===== config.mk =====
export PLATFORM = sky130hd
export DESIGN_NAME = fmisc_issue_arbiter
export DESIGN_NICKNAME = d
export VERILOG_FILES = /design/src/rtl/fmisc_issue_arbiter.sv
export SDC_FILE = /design/constraint.sdc
export NUM_CORES = 1
export LEC_CHECK = 0
export ABC_AREA = 1
export BUFFER_PORTS_ARGS = -buffer_cell sky130_fd_sc_hd__buf_2
export CELL_PAD_IN_SITES_DETAIL_PLACEMENT = 0
export CELL_PAD_IN_SITES_GLOBAL_PLACEMENT = 2
export CORE_MARGIN = 2
export CORE_UTILIZATION = 20
export CTS_CLUSTER_DIAMETER = 120
export DETAILED_ROUTE_END_ITERATION = 8
export PLACE_DENSITY_LB_ADDON = 0.1
export SLEW_MARGIN = 20
export SYNTH_ARGS = -nofsm -noshare
export SYNTH_HDL_FRONTEND = slang
export SYNTH_SLANG_ARGS = --single-unit

===== constraint.sdc =====
create_clock -name clk -period 3.2 [get_ports clk]
set_clock_uncertainty 0.15 [all_clocks]
set_input_delay 0.16 -clock clk [delete_from_list [all_inputs] [get_ports clk]]
set_output_delay 0.16 -clock clk [all_outputs]
set_load 0.01 [all_outputs]

===== src/rtl/fmisc_issue_arbiter.sv =====
// fmisc_issue_arbiter: shares one FMisc datapath among NUM_REQ issuers, with FP/int writeback slots and a wakeup pulse.
// Define FMISC_ARB_OLDEST_FIRST_EN to grant by oldest ROB index instead of round-robin.
module fmisc_issue_arbiter #(
    parameter int NUM_REQ = 2,
    parameter int XLEN    = 32,
    parameter int ROB_W   = 6,
    parameter int PREG_W  = 6,
    parameter int FLTOP_W = 4
) (
    input  logic                       clk,
    input  logic                       rst,
    input  logic [2:0]                 frm,
    input  logic                       redirect,
    input  logic [ROB_W-1:0]           redirect_idx,
    input  logic [NUM_REQ-1:0]         req_valid,
    output logic [NUM_REQ-1:0]         req_ready,
    input  logic [NUM_REQ*XLEN-1:0]    req_rs1,
    input  logic [NUM_REQ*XLEN-1:0]    req_rs2,
    input  logic [NUM_REQ*FLTOP_W-1:0] req_fltop,
    input  logic [NUM_REQ*3-1:0]       req_rm,
    input  logic [NUM_REQ-1:0]         req_uext,
    input  logic [NUM_REQ-1:0]         req_flt_we,
    input  logic [NUM_REQ-1:0]         req_we,
    input  logic [NUM_REQ*ROB_W-1:0]   req_rob_idx,
    input  logic [NUM_REQ*PREG_W-1:0]  req_rd,
    output logic [XLEN-1:0]            dp_rs1,
    output logic [XLEN-1:0]            dp_rs2,
    output logic [FLTOP_W-1:0]         dp_fltop,
    output logic [2:0]                 dp_rm,
    output logic                       dp_uext,
    input  logic [XLEN-1:0]            dp_res,
    input  logic [4:0]                 dp_fflags,
    output logic                       fwb_valid,
    input  logic                       fwb_ready,
    output logic [ROB_W-1:0]           fwb_rob_idx,
    output logic [PREG_W-1:0]          fwb_rd,
    output logic [XLEN-1:0]            fwb_res,
    output logic [4:0]                 fwb_fflags,
    output logic                       iwb_valid,
    input  logic                       iwb_ready,
    output logic                       iwb_we,
    output logic [ROB_W-1:0]           iwb_rob_idx,
    output logic [PREG_W-1:0]          iwb_rd,
    output logic [XLEN-1:0]            iwb_res,
    output logic [4:0]                 iwb_fflags,
    output logic                       wk_valid,
    output logic                       wk_flt,
    output logic                       wk_we,
    output logic [PREG_W-1:0]          wk_rd
);
    localparam int PTR_W = NUM_REQ > 1 ? $clog2(NUM_REQ) : 1;

    function automatic logic younger(input logic [ROB_W-1:0] x, input logic [ROB_W-1:0] r);
        return (x[ROB_W-1] == r[ROB_W-1]) ? (x[ROB_W-2:0] > r[ROB_W-2:0]) : (x[ROB_W-2:0] < r[ROB_W-2:0]);
    endfunction

    logic               fwb_valid_q, fwb_valid_d, iwb_valid_q, iwb_valid_d, iwb_we_q, iwb_we_d;
    logic [ROB_W-1:0]   fwb_rob_idx_q, fwb_rob_idx_d, iwb_rob_idx_q, iwb_rob_idx_d, wk_rob_idx_q, wk_rob_idx_d;
    logic [PREG_W-1:0]  fwb_rd_q, fwb_rd_d, iwb_rd_q, iwb_rd_d, wk_rd_q, wk_rd_d;
    logic [XLEN-1:0]    fwb_res_q, fwb_res_d, iwb_res_q, iwb_res_d;
    logic [4:0]         fwb_fflags_q, fwb_fflags_d, iwb_fflags_q, iwb_fflags_d;
    logic               wk_valid_q, wk_valid_d, wk_flt_q, wk_flt_d, wk_we_q, wk_we_d;
    logic               kill_f, kill_i, free_f, free_i;
    logic [NUM_REQ-1:0] elig;
    logic               gnt_any;
    logic [PTR_W-1:0]   gnt_idx;
    logic [2:0]         rm_sel;
    logic               flt_sel, we_sel;
    logic [ROB_W-1:0]   rob_sel;
    logic [PREG_W-1:0]  rd_sel;

    // A slot is free if empty, draining now, or being flushed by this cycle's redirect
    always_comb begin
        kill_f = redirect & younger(fwb_rob_idx_q, redirect_idx);
        kill_i = redirect & younger(iwb_rob_idx_q, redirect_idx);
        free_f = ~fwb_valid_q | fwb_ready | kill_f;
        free_i = ~iwb_valid_q | iwb_ready | kill_i;
        for (int i = 0; i < NUM_REQ; i++)
            elig[i] = rst & req_valid[i] & (req_flt_we[i] ? free_f : free_i)
                    & ~(redirect & younger(req_rob_idx[i*ROB_W +: ROB_W], redirect_idx));
    end

`ifdef FMISC_ARB_OLDEST_FIRST_EN
    logic [ROB_W-1:0] best_rob;

    // Pick the oldest eligible request; strict compare keeps ties on the lowest index
    always_comb begin
        gnt_any  = 1'b0;
        gnt_idx  = '0;
        best_rob = '0;
        for (int i = 0; i < NUM_REQ; i++)
            if (elig[i] && (!gnt_any || younger(best_rob, req_rob_idx[i*ROB_W +: ROB_W]))) begin
                gnt_any  = 1'b1;
                gnt_idx  = PTR_W'(i);
                best_rob = req_rob_idx[i*ROB_W +: ROB_W];
            end
    end
`else
    logic [PTR_W-1:0] rr_ptr_q, rr_ptr_d;

    // Round-robin search starting at the pointer
    always_comb begin
        gnt_any = 1'b0;
        gnt_idx = '0;
        for (int k = 0; k < NUM_REQ; k++)
            if (!gnt_any && elig[(int'(rr_ptr_q) + k) % NUM_REQ]) begin
                gnt_any = 1'b1;
                gnt_idx = PTR_W'((int'(rr_ptr_q) + k) % NUM_REQ);
            end
        rr_ptr_d = gnt_any ? PTR_W'((int'(gnt_idx) + 1) % NUM_REQ) : rr_ptr_q;
    end

    // Pointer advances past the winner
    always_ff @(posedge clk) begin
        if (!rst) rr_ptr_q <= '0;
        else      rr_ptr_q <= rr_ptr_d;
    end
`endif

    // Drive the datapath and the one-hot ready from the granted request (req 0 when idle)
    always_comb begin
        for (int i = 0; i < NUM_REQ; i++)
            req_ready[i] = gnt_any && (gnt_idx == PTR_W'(i));
        dp_rs1   = req_rs1[int'(gnt_idx)*XLEN +: XLEN];
        dp_rs2   = req_rs2[int'(gnt_idx)*XLEN +: XLEN];
        dp_fltop = req_fltop[int'(gnt_idx)*FLTOP_W +: FLTOP_W];
        rm_sel   = req_rm[int'(gnt_idx)*3 +: 3];
        dp_rm    = (rm_sel == 3'b111) ? frm : rm_sel;
        dp_uext  = req_uext[gnt_idx];
        flt_sel  = req_flt_we[gnt_idx];
        we_sel   = req_we[gnt_idx];
        rob_sel  = req_rob_idx[int'(gnt_idx)*ROB_W +: ROB_W];
        rd_sel   = req_rd[int'(gnt_idx)*PREG_W +: PREG_W];
    end

    // Slot capture has priority; otherwise drain or flush, else hold
    always_comb begin
        fwb_valid_d  = (gnt_any & flt_sel) | (fwb_valid_q & ~fwb_ready & ~kill_f);
        fwb_rob_idx_d = (gnt_any & flt_sel) ? rob_sel : fwb_rob_idx_q;
        fwb_rd_d     = (gnt_any & flt_sel) ? rd_sel : fwb_rd_q;
        fwb_res_d    = (gnt_any & flt_sel) ? dp_res : fwb_res_q;
        fwb_fflags_d = (gnt_any & flt_sel) ? dp_fflags : fwb_fflags_q;
        iwb_valid_d  = (gnt_any & ~flt_sel) | (iwb_valid_q & ~iwb_ready & ~kill_i);
        iwb_we_d     = (gnt_any & ~flt_sel) ? we_sel : iwb_we_q;
        iwb_rob_idx_d = (gnt_any & ~flt_sel) ? rob_sel : iwb_rob_idx_q;
        iwb_rd_d     = (gnt_any & ~flt_sel) ? rd_sel : iwb_rd_q;
        iwb_res_d    = (gnt_any & ~flt_sel) ? dp_res : iwb_res_q;
        iwb_fflags_d = (gnt_any & ~flt_sel) ? dp_fflags : iwb_fflags_q;
        wk_valid_d   = gnt_any;
        wk_flt_d     = gnt_any ? flt_sel : wk_flt_q;
        wk_we_d      = gnt_any ? (flt_sel | we_sel) : wk_we_q;
        wk_rd_d      = gnt_any ? rd_sel : wk_rd_q;
        wk_rob_idx_d = gnt_any ? rob_sel : wk_rob_idx_q;
    end

    // Slot and wakeup registers; reset drops any in-flight op
    always_ff @(posedge clk) begin
        if (!rst) begin
            fwb_valid_q   <= 1'b0;
            fwb_rob_idx_q <= '0;
            fwb_rd_q      <= '0;
            fwb_res_q     <= '0;
            fwb_fflags_q  <= '0;
            iwb_valid_q   <= 1'b0;
            iwb_we_q      <= 1'b0;
            iwb_rob_idx_q <= '0;
            iwb_rd_q      <= '0;
            iwb_res_q     <= '0;
            iwb_fflags_q  <= '0;
            wk_valid_q    <= 1'b0;
            wk_flt_q      <= 1'b0;
            wk_we_q       <= 1'b0;
            wk_rd_q       <= '0;
            wk_rob_idx_q  <= '0;
        end else begin
            fwb_valid_q   <= fwb_valid_d;
            fwb_rob_idx_q <= fwb_rob_idx_d;
            fwb_rd_q      <= fwb_rd_d;
            fwb_res_q     <= fwb_res_d;
            fwb_fflags_q  <= fwb_fflags_d;
            iwb_valid_q   <= iwb_valid_d;
            iwb_we_q      <= iwb_we_d;
            iwb_rob_idx_q <= iwb_rob_idx_d;
            iwb_rd_q      <= iwb_rd_d;
            iwb_res_q     <= iwb_res_d;
            iwb_fflags_q  <= iwb_fflags_d;
            wk_valid_q    <= wk_valid_d;
            wk_flt_q      <= wk_flt_d;
            wk_we_q       <= wk_we_d;
            wk_rd_q       <= wk_rd_d;
            wk_rob_idx_q  <= wk_rob_idx_d;
        end
    end

    assign fwb_valid   = fwb_valid_q;
    assign fwb_rob_idx = fwb_rob_idx_q;
    assign fwb_rd      = fwb_rd_q;
    assign fwb_res     = fwb_res_q;
    assign fwb_fflags  = fwb_fflags_q;
    assign iwb_valid   = iwb_valid_q;
    assign iwb_we      = iwb_we_q;
    assign iwb_rob_idx = iwb_rob_idx_q;
    assign iwb_rd      = iwb_rd_q;
    assign iwb_res     = iwb_res_q;
    assign iwb_fflags  = iwb_fflags_q;
    assign wk_valid    = wk_valid_q & ~(redirect & younger(wk_rob_idx_q, redirect_idx));
    assign wk_flt      = wk_flt_q;
    assign wk_we       = wk_we_q;
    assign wk_rd       = wk_rd_q;
endmodule


==> impl_metrics.prom, run 1 <==
# TYPE chip_impl_metric gauge
chip_impl_metric{name="area_of_the_mapped_netlist",unit="µm²"} 6790
chip_impl_metric{name="crit_fanout",unit=""} 6
chip_impl_metric{name="clock_sink_count",unit=""} 117
chip_impl_info{name="violations",value="negative hold slack"} 1
chip_impl_info{name="path_cells",value="ha_1 -> nand2_1 -> nor2_2 -> nand2_1 -> nand4_1 -> nand3_2 -> nand3_1 -> nand2_2 -> nor2_8 -> nand2_8 -> buf_16 -> buf_4 -> nand2_1 -> nand2_1 -> buf_2"} 1
chip_impl_metric{name="achievable-frequency",unit="MHz"} 332
chip_impl_metric{name="portBuffers",unit=""} 408
chip_impl_metric{name="synthesis.yosys.warnings",unit=""} 0
chip_impl_info{name="final_common_cell",value="nand2_1"} 1
chip_impl_metric{name="floorplan.die_area",unit="µm²"} 35400
chip_impl_info{name="worst_setup_path_start_kind",value="flip-flop"} 1
chip_impl_metric{name="fillers",unit=""} 3872
chip_impl_metric{name="slew_viol_final",unit=""} 0
chip_impl_metric{name="vias",unit=""} 8033
chip_impl_metric{name="routabilityCongestion",unit=""} 0.836
chip_impl_info{name="path_common_cell",value="nand2_1"} 1
chip_impl_metric{name="avgRoutedWirePerCell",unit="µm"} 15.2
chip_impl_metric{name="worstRegToRegCells",unit=""} 16
chip_impl_metric{name="clk_latency",unit="ns"} 0.41
chip_impl_metric{name="post-route-drc-count",unit=""} 0
chip_impl_metric{name="io-pin-count",unit=""} 409
chip_impl_metric{name="power.static_leakage",unit="nW"} 6.42
chip_impl_metric{name="drt_first_pass_iters",unit=""} 4
chip_impl_metric{name="ctsLongestPathBuffers",unit=""} 2
chip_impl_metric{name="cap_viol_max_count",unit=""} 0
chip_impl_metric{name="global_route.usage.met2",unit="%"} 29.1
chip_impl_metric{name="synth.yosys.seq_area_share",unit="%"} 34.5
chip_impl_metric{name="met1_global_route_usage",unit="%"} 21.0
chip_impl_metric{name="std_cell_rows",unit=""} 67
chip_impl_metric{name="grt_pass1_wl",unit="µm"} 46500
chip_impl_info{name="timing.setup.critical_path_class",value="flip-flop to output pin"} 1
chip_impl_metric{name="synth.ff_latch_count",unit=""} 117
chip_impl_metric{name="multiInputGateArea",unit="µm²"} 3580
chip_impl_metric{name="floorplan_core_area",unit="µm²"} 33400
chip_impl_metric{name="dp_slack",unit="ns"} 0.162
chip_impl_metric{name="crit_path_max_incr_delay",unit="ns"} 0.32
chip_impl_info{name="clock_tree_root_driver_cell",value="clkbuf_16"} 1
chip_impl_metric{name="routed_vias_inst",unit=""} 3.90
chip_impl_metric{name="grt_antenna_before_repair",unit=""} 4
chip_impl_metric{name="period_minus_slack",unit="ns"} 3.01
chip_impl_metric{name="finish.net_count",unit=""} 1843
chip_impl_metric{name="fin_tns_setup",unit="ns"} 0
chip_impl_metric{name="seqCellArea",unit="µm²"} 2340
chip_impl_metric{name="wl",unit="µm"} 31400
chip_impl_metric{name="postSynthAreaPerCell",unit="µm²"} 5.98
chip_impl_metric{name="first_iter_violations",unit=""} 282
chip_impl_info{name="timing.critical_path.to_type",value="output pin"} 1
chip_impl_metric{name="synth_to_layout_area_growth",unit="%"} 58.3
chip_impl_metric{name="power-per-cell-area",unit="nW/µm²"} 477
chip_impl_metric{name="cp_data_arrival_time",unit="ns"} 2.70
chip_impl_info{name="top_usage_layer",value="met2"} 1
chip_impl_metric{name="grt_start_max_net_pins",unit=""} 81
chip_impl_metric{name="h_tree_levels",unit=""} 4
chip_impl_info{name="critical_path.slowest_cell",value="dfxtp_1"} 1
chip_impl_metric{name="setup_ws",unit="ns"} 0.191
chip_impl_metric{name="timing.critical_path.buf_inv",unit=""} 3
chip_impl_metric{name="start_util",unit="%"} 20.3
chip_impl_metric{name="post-route-util",unit="%"} 32.1
chip_impl_metric{name="hpwlAfterDp",unit="µm"} 23700
chip_impl_info{name="commonest_non_fill_non_tap_cells_in_the_layout",value="nand2_1, buf_2, nor2_1, inv_1, dfxtp_1"} 1
chip_impl_metric{name="worst-slew-pin-transition",unit="ns"} 0.934
chip_impl_metric{name="number_of_cts_inserted_buffers",unit=""} 17
chip_impl_metric{name="slew_headroom",unit="%"} 37.7
chip_impl_metric{name="power.ir.vdd_worst",unit="µV"} 279
chip_impl_metric{name="finalSetupViolations",unit=""} 0
chip_impl_metric{name="chipWidth",unit="µm"} 188
chip_impl_metric{name="cts.reportedPaths.clkPinSlew",unit="ns"} 0.06
chip_impl_info{name="run_status",value="finished with violations"} 1
chip_impl_info{name="grt_setup_unrepaired",value="yes"} 1
chip_impl_metric{name="period_share",unit="%"} 94.0
chip_impl_metric{name="final_cell_area",unit="µm²"} 10700
chip_impl_metric{name="first_global_vias",unit=""} 7851
chip_impl_info{name="hold_class",value="input pin to flip-flop"} 1
chip_impl_info{name="ys_dominant_reg_cell",value="dfxtp_1"} 1
chip_impl_metric{name="placedInstanceArea",unit="µm²"} 9320
chip_impl_metric{name="hold-path-cell-count",unit=""} 5
chip_impl_metric{name="holdWs",unit="ns"} -0.0117
chip_impl_metric{name="synthDistinctLibCells",unit=""} 32
chip_impl_metric{name="fin_hold_viols",unit=""} 1
chip_impl_metric{name="netlist_instances",unit=""} 1136
chip_impl_metric{name="groute.layer.met3.usage",unit="%"} 5.61
chip_impl_metric{name="die_height",unit="µm"} 188
chip_impl_metric{name="synth-edff-count",unit=""} 0
chip_impl_metric{name="drive_above_1_share",unit="%"} 30.5
chip_impl_metric{name="overall_track_demand_over_capacity_in_global_routing",unit="%"} 17.1
chip_impl_metric{name="overflow",unit=""} 0
chip_impl_metric{name="cp.depth",unit=""} 15
chip_impl_metric{name="cp.required",unit="ns"} 2.89
chip_impl_metric{name="postRouteAntennaNets",unit=""} 0
chip_impl_info{name="kind_of_cell_with_the_highest_combined_delay_on_the_critical_path",value="simple AND/OR/NAND/NOR gates"} 1
chip_impl_metric{name="synth_async_sr_flop_share",unit="%"} 0
chip_impl_info{name="tritoncts",value="yes"} 1
chip_impl_metric{name="synthesis.nets",unit=""} 1386
-- Yosys cell counts (2+ instances only) --
library cell  count  area share, %
a21oi_1           9           0.66
a31oi_1           2           0.18
buf_1             2           0.11
buf_2            22            1.6
buf_4             5           0.55
buf_6             4           0.66
clkbuf_1         20            1.1
dfxtp_1         117             34
ha_1             25            4.6
inv_1           165            9.1
inv_2             2           0.11
nand2_1         504             28
nand2_4           4           0.66
nand3_1          35            2.6
nand3_2           2           0.29
nand3b_1         13            1.4
nand4_1           4           0.37
nor2_1          169            9.3
o211ai_1         14            1.5
o21ai_0           5           0.37
xor2_1            2           0.26
-- cell type report --
class,instances,area share [%]
diodes,4,0.0931
clock buffers,18,4.09
clock inverters,14,1.55
inverters,167,6.08
multi-input cells,798,33.3
flip-flops and latches,117,21.8
well taps,448,5.21
repair buffers,492,27.9
-- tightest hold or removal path, delay by kind of cell --
| kind | cells | cell delay (ns) |
|---|---|---|
| buffers and inverters | 2 | 0.14 |
| AND/OR/NAND/NOR | 2 | 0.13 |
| AO/OA/AOI/OAI | 1 | 0.07 |
-- stage by stage --
stage               cells  total power [mW]
floorplan            1136              2.46
global placement     1956              3.09
detailed placement   1956              3.08
CTS                  2050              5.22
global route         2057              5.49
finish               2058              5.13
-- logic make-up after synthesis --
kind of cell	Yosys count	share of synthesized area (%)
and+or+nand+nor	735	43.5
buffers and inverters	221	13.5
DFF	117	34.5
AOI/OAI and AO/OA	36	3.65
xor gates and xnor gates	2	0.258
adders and majority gates	25	4.61
-- worst paths after layout --
check | start | endpoint | slack [ns]
min | req_we[0] | wk_we | -0.01
max reg2reg | fwb_rob_idx[4] | iwb_res[31] | 0.33
min reg2reg | iwb_rd[3] | iwb_rd[3] | 0.30
max | fwb_rob_idx[4] | dp_rs1[8] | 0.19
-- state kept, by name (all words and copies together), names as in the netlist, 5 cells and up --
register and count:
fwb_res 32, fwb_fflags 5, iwb_rob_idx 6, fwb_rd 6, wk_rd 6, iwb_res 32
iwb_fflags 5, iwb_rd 6, wk_rob_idx_q 6, fwb_rob_idx 6
-- power breakdown --
group,internal [mW],total [mW],switching [mW]
sequential,1.61,1.70,0.0875
combinational,0.598,1.43,0.836
clock,1.19,2.00,0.807
-- what timing repair did --
| item | 4_1_cts | 5_1_grt |
|---|---|---|
| gates cloned | 1 | 2 |
| setup buffers | 0 | 3 |
| pin swaps | 0 | 4 |
| resized for setup | 5 | 21 |
| endpoints found under the setup margin | 60 | 66 |
| endpoints found under the hold margin | 91 | 0 |
| hold buffers | 61 | 0 |
-- routing by layer --
layer	up-vias	share of wire (%)
met2	252	48
met5	-	0.041
li1	4286	-
met4	2	0.67
met1	3478	44
met3	15	7.9
No activity file was read; power rests on OpenSTA's default activity.
==> run 2: changes to the inputs <==
--- a/config.mk
+++ b/config.mk
@@ -10,7 +10,7 @@
 export CELL_PAD_IN_SITES_DETAIL_PLACEMENT = 0
 export CELL_PAD_IN_SITES_GLOBAL_PLACEMENT = 2
 export CORE_MARGIN = 2
-export CORE_UTILIZATION = 20
+export CORE_UTILIZATION = 22
 export CTS_CLUSTER_DIAMETER = 120
 export DETAILED_ROUTE_END_ITERATION = 8
 export PLACE_DENSITY_LB_ADDON = 0.1
==> constraint.sdc (replaced) <==
create_clock -name clk -period 3.84 [get_ports clk]
set_clock_uncertainty 0.15 [all_clocks]
set_input_delay 0.192 -clock clk [delete_from_list [all_inputs] [get_ports clk]]
set_output_delay 0.192 -clock clk [all_outputs]
set_load 0.01 [all_outputs]
==> run 2 against run 1 <==
The flow now finishes without violations; critical path depth rose by 1; count of clock-buffer cells in the layout stayed put; final area fell by 4.0%; critical path type unchanged; largest power group unchanged.
==> impl_metrics.prom, run 2 (same netlist as run 1, synthesis figures left out) <==
# TYPE chip_impl_metric gauge
chip_impl_info{name="reg2reg_from",value="fwb_rob_idx[4]"} 1
chip_impl_info{name="commonest_non_fill_non_tap_cells_in_the_layout",value="nand2_1, buf_2, nor2_1, inv_1, dfxtp_1"} 1
chip_impl_info{name="grt_setup_unrepaired",value="no"} 1
chip_impl_metric{name="floorplan.die_area",unit="µm²"} 32300
chip_impl_metric{name="slew_headroom",unit="%"} 28.6
chip_impl_metric{name="wl",unit="µm"} 29400
chip_impl_metric{name="routed_vias_inst",unit=""} 3.95
chip_impl_info{name="clock_tree_root_driver_cell",value="clkbuf_16"} 1
chip_impl_info{name="worst_setup_path_start_kind",value="flip-flop"} 1
chip_impl_metric{name="worst-slew-pin-transition",unit="ns"} 1.07
chip_impl_info{name="critical_path.slowest_cell",value="dfxtp_1"} 1
chip_impl_metric{name="drive_above_1_share",unit="%"} 29.5
chip_impl_metric{name="h_tree_levels",unit=""} 4
chip_impl_metric{name="internal_power",unit="mW"} 2.79
chip_impl_metric{name="placed_cells",unit=""} 1898
chip_impl_metric{name="fillers",unit=""} 3455
chip_impl_metric{name="ctsLongestPathBuffers",unit=""} 2
chip_impl_metric{name="chipWidth",unit="µm"} 180
chip_impl_metric{name="cp.depth",unit=""} 16
chip_impl_metric{name="grt_start_max_net_pins",unit=""} 92
chip_impl_metric{name="clock_power_share",unit="%"} 39.2
chip_impl_metric{name="power.static_leakage",unit="nW"} 6.25
chip_impl_info{name="final_common_cell",value="nand2_1"} 1
chip_impl_metric{name="first_iter_violations",unit=""} 369
chip_impl_metric{name="hpwlAfterDp",unit="µm"} 23000
chip_impl_metric{name="die_height",unit="µm"} 180
chip_impl_metric{name="hold-path-cell-count",unit=""} 5
chip_impl_metric{name="power.sequential.fraction",unit="%"} 33.7
chip_impl_info{name="path_cells",value="ha_1 -> nand2_1 -> nor2_1 -> nand2_1 -> nand4_1 -> nand3_1 -> nand3_1 -> nand2_2 -> nor2_8 -> nand2_4 -> inv_2 -> buf_12 -> buf_4 -> nand2_1 -> nand2_1 -> buf_2"} 1
chip_impl_info{name="timing.critical_path.to_type",value="output pin"} 1
chip_impl_info{name="run_status",value="completed"} 1
chip_impl_metric{name="postCtsHoldBufs",unit=""} 52
chip_impl_metric{name="avgRoutedWirePerCell",unit="µm"} 14.8
chip_impl_metric{name="std_cell_rows",unit=""} 64
chip_impl_metric{name="power.combinational.fraction",unit="%"} 27.1
chip_impl_metric{name="first_global_vias",unit=""} 7638
chip_impl_metric{name="power-per-cell-area",unit="nW/µm²"} 406
chip_impl_metric{name="clock_sink_count",unit=""} 117
chip_impl_metric{name="start_util",unit="%"} 22.3
chip_impl_info{name="critical_path.reg2reg.endpoint",value="iwb_rd[0]"} 1
chip_impl_metric{name="fin_cells",unit=""} 1983
chip_impl_metric{name="floorplan_core_area",unit="µm²"} 30500
chip_impl_metric{name="finish.net_count",unit=""} 1823
chip_impl_info{name="hold_class",value="input pin to flip-flop"} 1
chip_impl_metric{name="crit_fanout",unit=""} 33
chip_impl_metric{name="power.share.switching",unit="%"} 33.3
chip_impl_info{name="tritoncts",value="yes"} 1
chip_impl_metric{name="post-route-drc-count",unit=""} 0
chip_impl_info{name="timing.setup.critical_path_class",value="flip-flop to output pin"} 1
chip_impl_metric{name="post-cts-setup-buffers",unit=""} 0
chip_impl_metric{name="fin_hold_viols",unit=""} 0
chip_impl_metric{name="slew_viol_final",unit=""} 0
chip_impl_metric{name="clk_latency",unit="ns"} 0.41
chip_impl_metric{name="number_of_cts_inserted_buffers",unit=""} 17
chip_impl_metric{name="power.ir.vdd_worst",unit="µV"} 192
chip_impl_metric{name="postRouteAntennaNets",unit=""} 0
chip_impl_metric{name="io-pin-count",unit=""} 409
chip_impl_metric{name="cts.reportedPaths.clkPinSlew",unit="ns"} 0.06
chip_impl_info{name="kind_of_cell_with_the_highest_combined_delay_on_the_critical_path",value="simple AND/OR/NAND/NOR gates"} 1
chip_impl_metric{name="cp.required",unit="ns"} 3.50
chip_impl_metric{name="portBuffers",unit=""} 408
chip_impl_metric{name="drt_first_pass_iters",unit=""} 5
chip_impl_metric{name="period_share",unit="%"} 91.7
chip_impl_metric{name="grt_antenna_before_repair",unit=""} 1
chip_impl_metric{name="overall_track_demand_over_capacity_in_global_routing",unit="%"} 17.8
chip_impl_metric{name="ff2ff_setup_slack",unit="ns"} 0.55
chip_impl_metric{name="crit_path_max_incr_delay",unit="ns"} 0.34
chip_impl_metric{name="vias",unit=""} 7824
chip_impl_metric{name="cp_data_arrival_time",unit="ns"} 3.18
chip_impl_metric{name="achievable-frequency",unit="MHz"} 284
chip_impl_metric{name="cts.repair.resized",unit=""} 0
chip_impl_metric{name="cap_viol_max_count",unit=""} 0
chip_impl_info{name="hold_path_startpoint",value="req_we[0]"} 1
chip_impl_metric{name="finalSetupViolations",unit=""} 0
chip_impl_metric{name="period_minus_slack",unit="ns"} 3.52
chip_impl_metric{name="net_switching_power",unit="mW"} 1.39
chip_impl_metric{name="routabilityCongestion",unit=""} 0.868
chip_impl_info{name="path_common_cell",value="nand2_1"} 1
chip_impl_metric{name="fin_tns_setup",unit="ns"} 0
chip_impl_metric{name="worstRegToRegCells",unit=""} 16
chip_impl_metric{name="overflow",unit=""} 0
chip_impl_info{name="critical_path.startpoint",value="fwb_rob_idx[4]"} 1
chip_impl_metric{name="grt_pass1_wl",unit="µm"} 44900
chip_impl_metric{name="synth_to_layout_area_growth",unit="%"} 52.0
chip_impl_metric{name="timing.critical_path.buf_inv",unit=""} 4
chip_impl_info{name="worst_hold_path.endpoint",value="wk_we"} 1
==> run 2: changes by cell type in the layout (fill, tap and decap cells not counted), sizes merged <==
cell	before	now
clkinvlp	1	3
diode	4	1
dlygate4sd3	60	52
inv	173	174
buf	430	420
clkbuf	20	18
clkinv	5	2
==> run 2: worst max-delay path by stage <==
stage and endpoint:
2_1_floorplan dp_rm[1], 3_3_place_gp fwb_res[20], 3_5_place_dp fwb_res[20], 4_1_cts dp_rs2[27]
5_1_grt dp_rs1[26], 6_report dp_rs2[27]
==> run 2: per-stage QoR <==
step | setup slack [ns] | power [mW] | hold WS [ns] | instance area (µm²) | util [%]
finish | 0.318 | 4.19 | 0.0205 | 10300 | 33.8
global route | 0.0102 | 4.46 | 0.0358 | 10300 | 33.8
CTS | 0.265 | 4.27 | 0.00366 | 10300 | 33.8
detailed placement | 0.552 | 2.55 | 0.284 | 9190 | 30.1
global placement | 0.614 | 2.56 | 0.278 | 9190 | 30.1
floorplan | 1.40 | 2.05 | 0.177 | 6790 | -
==> run 2: tightest hold or removal path, cell delays in order <==
cell and delay, ns:
buf_2 0.09, inv_1 0.04, nand2_1 0.04, nand3_1 0.09
a21oi_1 0.06
==> run 2: layout make-up <==
type / count / area (µm²) / share of cell area (%)
antenna: 1 / 2.50 / 0.0242
clock buffer: 18 / 439 / 4.26
clock inverter: 14 / 164 / 1.59
inverter: 167 / 627 / 6.07
multi-input combinational: 798 / 3530 / 34.2
sequential: 117 / 2340 / 22.7
tap: 396 / 495 / 4.80
timing repair buffer: 472 / 2720 / 26.3
==> run 2: power by group through the flow <==
stage / clock network, mW / registers (mW) / logic [mW]
after CTS: 1.70 / 1.42 / 1.16
after global placement: 0 / 1.44 / 1.12
after global routing: 1.74 / 1.43 / 1.29
after detailed placement: 0 / 1.44 / 1.11
after floorplan: 0 / 1.48 / 0.566
final: 1.64 / 1.41 / 1.14
==> run 2: metal layers <==
layer,routed length (µm),GRT usage (%),vias up
li1,-,-,4235
met1,12900,21.8,3317
met2,13800,29.8,252
met3,2160,5.73,20
met4,466,5.17,0
met5,0,0,-
